===== src/rtl/srl_fifo_if.sv =====
// Stream interface for srl_fifo: write side, read side and occupancy.
// Honours SRL_FIFO_OUTREG_EN so the level width matches the FIFO build.
interface srl_fifo_if #(
    parameter int WIDTH = 8,
    parameter int DEPTH = 16
);
`ifdef SRL_FIFO_OUTREG_EN
    localparam int AW = $clog2(DEPTH + 2);
`else
    localparam int AW = $clog2(DEPTH + 1);
`endif

    logic [WIDTH-1:0] in_data;
    logic             in_valid;
    logic             in_ready;
    logic [WIDTH-1:0] out_data;
    logic             out_valid;
    logic             out_ready;
    logic [AW-1:0]    level;

    modport master (
        output in_data, in_valid, out_ready,
        input  in_ready, out_data, out_valid, level
    );

    modport slave (
        input  in_data, in_valid, out_ready,
        output in_ready, out_data, out_valid, level
    );
endinterface


===== src/rtl/srl_fifo.sv =====
// srl_fifo: first-word-fall-through FIFO built on an unreset shift array so it maps onto SRL16E/SRLC32E.
// Define SRL_FIFO_OUTREG_EN to add a one-entry registered output stage (capacity DEPTH+1).
module srl_fifo #(
    parameter int WIDTH = 8,
    parameter int DEPTH = 16
) (
    input  logic      clk,
    input  logic      r,
    srl_fifo_if.slave q
);
    localparam int IW = (DEPTH > 1) ? $clog2(DEPTH) : 1;
`ifdef SRL_FIFO_OUTREG_EN
    localparam int AW  = $clog2(DEPTH + 2);
    localparam int CAP = DEPTH + 1;
`else
    localparam int AW  = $clog2(DEPTH + 1);
    localparam int CAP = DEPTH;
`endif
    localparam logic [AW-1:0] CAP_L  = AW'(CAP);
    localparam logic [AW-1:0] ZERO_L = {AW{1'b0}};
    localparam logic [AW-1:0] ONE_L  = {{(AW-1){1'b0}}, 1'b1};

    logic [WIDTH-1:0] sreg [DEPTH];
    logic [AW-1:0]    level_r;
    logic [AW-1:0]    level_nxt_s;
    logic [AW-1:0]    arr_cnt_s;
    logic [IW-1:0]    tap_idx_s;
    logic [WIDTH-1:0] tap_data_s;
    logic             in_ready_s;
    logic             out_valid_s;
    logic             wr_s;
    logic             rd_s;

    assign in_ready_s = ~r & (level_r != CAP_L);
    assign wr_s       = q.in_valid & in_ready_s;
    assign rd_s       = out_valid_s & q.out_ready;

    // Shift chain: the write strobe is its only control, keeping it SRL-mappable.
    always_ff @(posedge clk) begin
        if (wr_s) begin
            sreg[0] <= q.in_data;
            for (int k = 1; k < DEPTH; k++) begin
                sreg[k] <= sreg[k-1];
            end
        end
    end

    // Dynamic tap points at the oldest word still held in the array.
    always_comb begin
        if (arr_cnt_s != ZERO_L) begin
            tap_idx_s = IW'(arr_cnt_s - ONE_L);
        end else begin
            tap_idx_s = {IW{1'b0}};
        end
    end

    assign tap_data_s = sreg[tap_idx_s];

    // Total occupancy: accepted writes minus consumed reads.
    always_comb begin
        case ({wr_s, rd_s})
            2'b10:   level_nxt_s = level_r + ONE_L;
            2'b01:   level_nxt_s = level_r - ONE_L;
            default: level_nxt_s = level_r;
        endcase
    end

    // Level register, cleared by the synchronous reset.
    always_ff @(posedge clk) begin
        if (r) begin
            level_r <= ZERO_L;
        end else begin
            level_r <= level_nxt_s;
        end
    end

`ifdef SRL_FIFO_OUTREG_EN
    logic [AW-1:0]    arr_cnt_r;
    logic [AW-1:0]    arr_cnt_nxt_s;
    logic             ovalid_r;
    logic [WIDTH-1:0] odata_r;
    logic             load_s;

    // The skid register refills from the tap whenever it is empty or being drained.
    assign load_s = (~ovalid_r | rd_s) & (arr_cnt_r != ZERO_L);

    // Array-only occupancy: writes push in, loads into the skid register pop out.
    always_comb begin
        case ({wr_s, load_s})
            2'b10:   arr_cnt_nxt_s = arr_cnt_r + ONE_L;
            2'b01:   arr_cnt_nxt_s = arr_cnt_r - ONE_L;
            default: arr_cnt_nxt_s = arr_cnt_r;
        endcase
    end

    // Array count register.
    always_ff @(posedge clk) begin
        if (r) begin
            arr_cnt_r <= ZERO_L;
        end else begin
            arr_cnt_r <= arr_cnt_nxt_s;
        end
    end

    // Output valid flag of the skid register.
    always_ff @(posedge clk) begin
        if (r) begin
            ovalid_r <= 1'b0;
        end else if (load_s) begin
            ovalid_r <= 1'b1;
        end else if (rd_s) begin
            ovalid_r <= 1'b0;
        end
    end

    // Output data of the skid register; not reset, qualified by ovalid_r.
    always_ff @(posedge clk) begin
        if (load_s) begin
            odata_r <= tap_data_s;
        end
    end

    assign arr_cnt_s   = arr_cnt_r;
    assign out_valid_s = ovalid_r;
    assign q.out_data  = odata_r;
`else
    logic out_valid_r;

    // Registered non-empty flag, computed from the next level.
    always_ff @(posedge clk) begin
        if (r) begin
            out_valid_r <= 1'b0;
        end else begin
            out_valid_r <= (level_nxt_s != ZERO_L);
        end
    end

    assign arr_cnt_s   = level_r;
    assign out_valid_s = out_valid_r;
    assign q.out_data  = tap_data_s;
`endif

    assign q.in_ready  = in_ready_s;
    assign q.out_valid = out_valid_s;
    assign q.level     = level_r;
endmodule

===== src/flat_wrapper.sv =====
// flat-port wrapper written by rule: the top's interface ports become plain ports
module srl_fifo_flat 
#(
    parameter int WIDTH = 8,
    parameter int DEPTH = 16
)
  (clk, r, q_in_data, q_in_valid, q_out_ready, q_in_ready, q_out_data, q_out_valid, q_level);
  srl_fifo_if #(.WIDTH(WIDTH), .DEPTH(DEPTH)) q_i ();
  input  logic clk;
  input  logic r;
  input wire logic [$bits(q_i.in_data)-1:0] q_in_data;
  input wire logic [$bits(q_i.in_valid)-1:0] q_in_valid;
  input wire logic [$bits(q_i.out_ready)-1:0] q_out_ready;
  output wire logic [$bits(q_i.in_ready)-1:0] q_in_ready;
  output wire logic [$bits(q_i.out_data)-1:0] q_out_data;
  output wire logic [$bits(q_i.out_valid)-1:0] q_out_valid;
  output wire logic [$bits(q_i.level)-1:0] q_level;
  assign q_i.in_data = q_in_data;
  assign q_i.in_valid = q_in_valid;
  assign q_i.out_ready = q_out_ready;
  assign q_in_ready = q_i.in_ready;
  assign q_out_data = q_i.out_data;
  assign q_out_valid = q_i.out_valid;
  assign q_level = q_i.level;
  srl_fifo #(.WIDTH(WIDTH), .DEPTH(DEPTH)) u_core (.clk(clk), .r(r), .q(q_i));
endmodule

===== config.mk =====
export PLATFORM = sky130hd
export DESIGN_NAME = srl_fifo_flat
export DESIGN_NICKNAME = d
export VERILOG_FILES = /design/src/rtl/srl_fifo_if.sv /design/src/rtl/srl_fifo.sv /design/src/flat_wrapper.sv
export SDC_FILE = /design/constraint.sdc
export NUM_CORES = 1
export LEC_CHECK = 0
export BUFFER_PORTS_ARGS = -buffer_cell sky130_fd_sc_hd__buf_2
export CAP_MARGIN = 0
export CORE_MARGIN = 5
export CORE_UTILIZATION = 40
export CTS_CLUSTER_SIZE = 10
export DETAILED_ROUTE_END_ITERATION = 12
export GPL_TIMING_DRIVEN = 0
export PLACE_DENSITY = 0.61
export RECOVER_POWER = 50
export SYNTH_ARGS = -nofsm -noshare
export SYNTH_HDL_FRONTEND = slang
export SYNTH_SLANG_ARGS = --single-unit

===== constraint.sdc =====
create_clock -name clk -period 5.5 [get_ports clk]
set_clock_uncertainty 0.05 [all_clocks]
set_input_delay 1.1 -clock clk [delete_from_list [all_inputs] [get_ports clk]]
set_output_delay 1.1 -clock clk [all_outputs]
set_load 0.1 [all_outputs]

==> flow_results.org <==
** Pwr
- Worst vdd ir :: 0.424 mV
- Power density over the cells :: 552 mW/mm^2
- Pwr Total :: 3570 uW
- Total leakage power :: 0.00215 uW

** Synthesis
- Number of enable flip-flop cells after synthesis :: 128
- Dominant register cell in the synthesized netlist :: edfxtp_1
- The mapped netlist covers 0.00557 mm^2.
- Counting flops with an async set or reset pin after synthesis yields a share of 0%.
- The commonest cells after synthesis are edfxtp_1 (128), o21ai_0 (53), a21oi_1 (51).
- The share of synthesized area in the top cell type comes to 69.0%.
- Yosys Warn Count :: 0
- For this run, the register share of the synthesized area comes to 71.2%.
- The synthesized design contains 134 register bits.
- Most frequent cell after synthesis :: edfxtp_1
- Synthesis produced a netlist whose cell count is 396.
- Syn_area_per_cell :: 14.1 um^2
- The number of nets handed over by synthesis was 412.
- The synthesized design spends more area on one cell type than any other, namely edfxtp_1.
- The synthesized netlist contains 38 unique library cells.
- Top cells by area, synth :: edfxtp_1 (69%), mux2i_1 (5.9%), o21ai_0 (4.8%)

** Worst setup path
- Crit-path max FO :: 10
- The number of cells on the worst reg-to-reg path is 14.
- Data arrival time of the worst path :: 3.92 ns
- Req. time, crit path :: 4.35 ns
- Critical path capture point type :: output pin
- Launching instance or port of the critical path :: u_core.q.level[0]
- STA classifies the critical path startpoint as a flop.
- Category of the most critical setup path :: flop to output pin
- R2R Path Start :: u_core.q.level[0]

** Drt
- The first routing iteration left 282 violations.
- The routed design has 11.4 mm of wire.
- After detailed routing, the number of vias per cell comes to 5.37.
- In this run the remaining antenna-violating nets after routing total 0.
- Before antenna repair, the detailed router went through 5 iterations.
- Routed via count :: 3413
- Count of unresolved DRC violations after routing :: 0
- Wirelength per Cell :: 18.0 um

** Clock tree
- Reg clk slew, reported paths :: 0.05 ns
- At the later pin of the worst-skew pair, clock insertion delay measures 0.41 ns.
- TritonCTS buffer count :: 17
- Gates resized during post-CTS repair numbered 0.
- In this run the number of H-tree levels came out at 4.
- No sink is reached through more buffers than the 2 on the longest clock path.
- CTS saw 134 sinks.
- Hold repair after CTS inserted 0 buffers.
- Buffers added to address setup during post-CTS repair amount to 0.
- TritonCTS clock tree :: yes
- The root buffer cell chosen for the clock tree is clkbuf_16.

** Floorplan
- Core outline area :: 0.0138 mm^2
- Width of the die :: 128 um
- Row count :: 43
- The initial utilization of the core area, before any placement, comes to 40.4%.
- Area of the die :: 0.0164 mm^2
- Die Y-Extent :: 128 um
- Number of placed I/O pins :: 27

** Global routing
- Grt total ovfl :: 0
- The initial antenna violation count was 0.
- First-pass GRT wire length :: 18.2 mm
- Pin count of the biggest net entering global routing :: 49
- The via count of the first global-routing pass is 3382.
- Global routing used 14.6% of the available tracks across all layers.

** Placed design
- Number of port buffers :: 26
- Cell count after placement :: 604
- Worst slack after detailed placement :: 0.881 ns
- Once detailed placement completed, the half-perimeter wirelength came to 7.53 mm.
- At the end of routability-driven placement, the weighted congestion stood at 0.827.

** STA
- RSZ-0062 raised after global routing :: false
- Setup slack after layout :: 0.434 ns
- Pins Over Slew Limit :: 0
- Slew at the pin with the worst max-slew slack :: 1.17 ns
- Setup violations remaining at the end of the flow were counted as 0.
- For this run, the top clock speed supported by timing is 197 MHz.
- Total count of hold-check failures in the final report :: 0
- Final critical delay including setup and external delays :: 5.07 ns
- Setup Total Neg Slack :: 0 ns
- The worst pin sits at a relative slew slack of 22.2%.
- Dividing the final minimum period by the clock period gives 92.1%.

** Finish
- Number of inserted diodes :: 0
- Area added between synthesis and finish :: 16.1%
- Filler cell count :: 1241
- Leaving out filler cells and counting taps, the final layout contains 635.
- In the final design database the tool counted 459 nets.
- Ratio of cells with drive above 1 in the final layout :: 13.4%

** Run
- The tool flagged a number of max-cap violations equal to 0.

** Outcome
- Outcome :: completed

** Min path
- Hold Path Depth :: 0
- Hold path startpoint :: u_core.sreg[1][7]
- Hold/Removal Path Class :: flop to flop
## area by class of cell
type	instances	area [um^2]	area share (%)
clock inverter	11	62.6	0.967
inverter	9	37.5	0.580
buffer	25	120	1.86
multi-input combinational	228	1460	22.6
sequential	134	3960	61.3
timing repair buffer	28	163	2.51
tap	180	225	3.48
clock buffer	20	437	6.75
## metal layers
layer  up-vias  GRT usage, %  wire (um)
met5         -             0          0
met4         0          5.74        151
met3        16          3.50        544
met2        91          22.6       5500
met1      1677          19.9       5230
li1       1629             -          -
## worst max-delay path: stages, from the launching register on
cell and delay, ns:
dfxtp_1 0.35, clkbuf_1 0.21, inv_1 0.18, buf_4 0.22, ha_1 0.29, clkbuf_1 0.25, nor2_1 0.50, clkbuf_1 0.55
a21oi_1 0.15, a21oi_1 0.20, a32o_1 0.16, buf_2 0.42
## cell families (layout without fill, tap and decap cells)
logic type,count (synthesis),in the layout,synth area share (%)
and+or+nand+nor,58,58,5.55
adders and majority gates,4,4,0.899
muxes,33,33,5.93
AOI/OAI and AO/OA,131,131,13.4
buffers and inverters,34,93,2.76
DFF,134,134,71.2
xor gates and xnor gates,2,2,0.315
## cells in the final DEF (no fill, tap or decap), types with 3 or more instances in the layout
| master | n |
|---|---|
| clkbuf_16 | 17 |
| a32o_1 | 8 |
| nor2_1 | 14 |
| nor3_1 | 3 |
| buf_1 | 3 |
| mux2i_1 | 33 |
| o21ai_0 | 53 |
| a21oi_1 | 51 |
| clkinvlp_4 | 3 |
| edfxtp_1 | 128 |
| clkbuf_1 | 25 |
| nand2b_1 | 3 |
| clkinv_2 | 7 |
| buf_2 | 23 |
| and3_1 | 16 |
| ha_1 | 4 |
| inv_1 | 8 |
| a31oi_1 | 3 |
| o211ai_1 | 8 |
| nand2_1 | 12 |
| dfxtp_1 | 6 |
## metrics by stage
step / util, % / instance area (um^2) / hold WS (ns)
after CTS: 47.1 / 6480 / 0.393
after detailed placement: 43.4 / 5980 / 0.378
after global placement: 43.2 / 5940 / 0.374
final: 47.0 / 6470 / 0.391
after floorplan: - / 5590 / 0.368
after global routing: 47.0 / 6470 / 0.403
## sequential cells by signal, summed over array words and instances (netlist names)
name                cells
u_core.q.level          5
u_core.sreg           128
u_core.q.out_valid      1
## power by group
| group | total, uW | internal [uW] | leakage [uW] | switching [uW] |
|---|---|---|---|---|
| Clock | 962 | 564 | 0.000246 | 398 |
| Combinational | 1330 | 311 | 0.000654 | 1020 |
| Sequential | 1280 | 1230 | 0.00125 | 48.8 |
## path summary, 6_finish.rpt
kind | slack [ns] | endpoint
min | 0.39 | u_core.sreg[2][7]
max reg2reg | 0.98 | u_core.q.out_valid
max | 0.43 | q_out_data[5]
min reg2reg | 0.39 | u_core.sreg[2][7]
No activity file was read; power rests on OpenSTA's default activity.
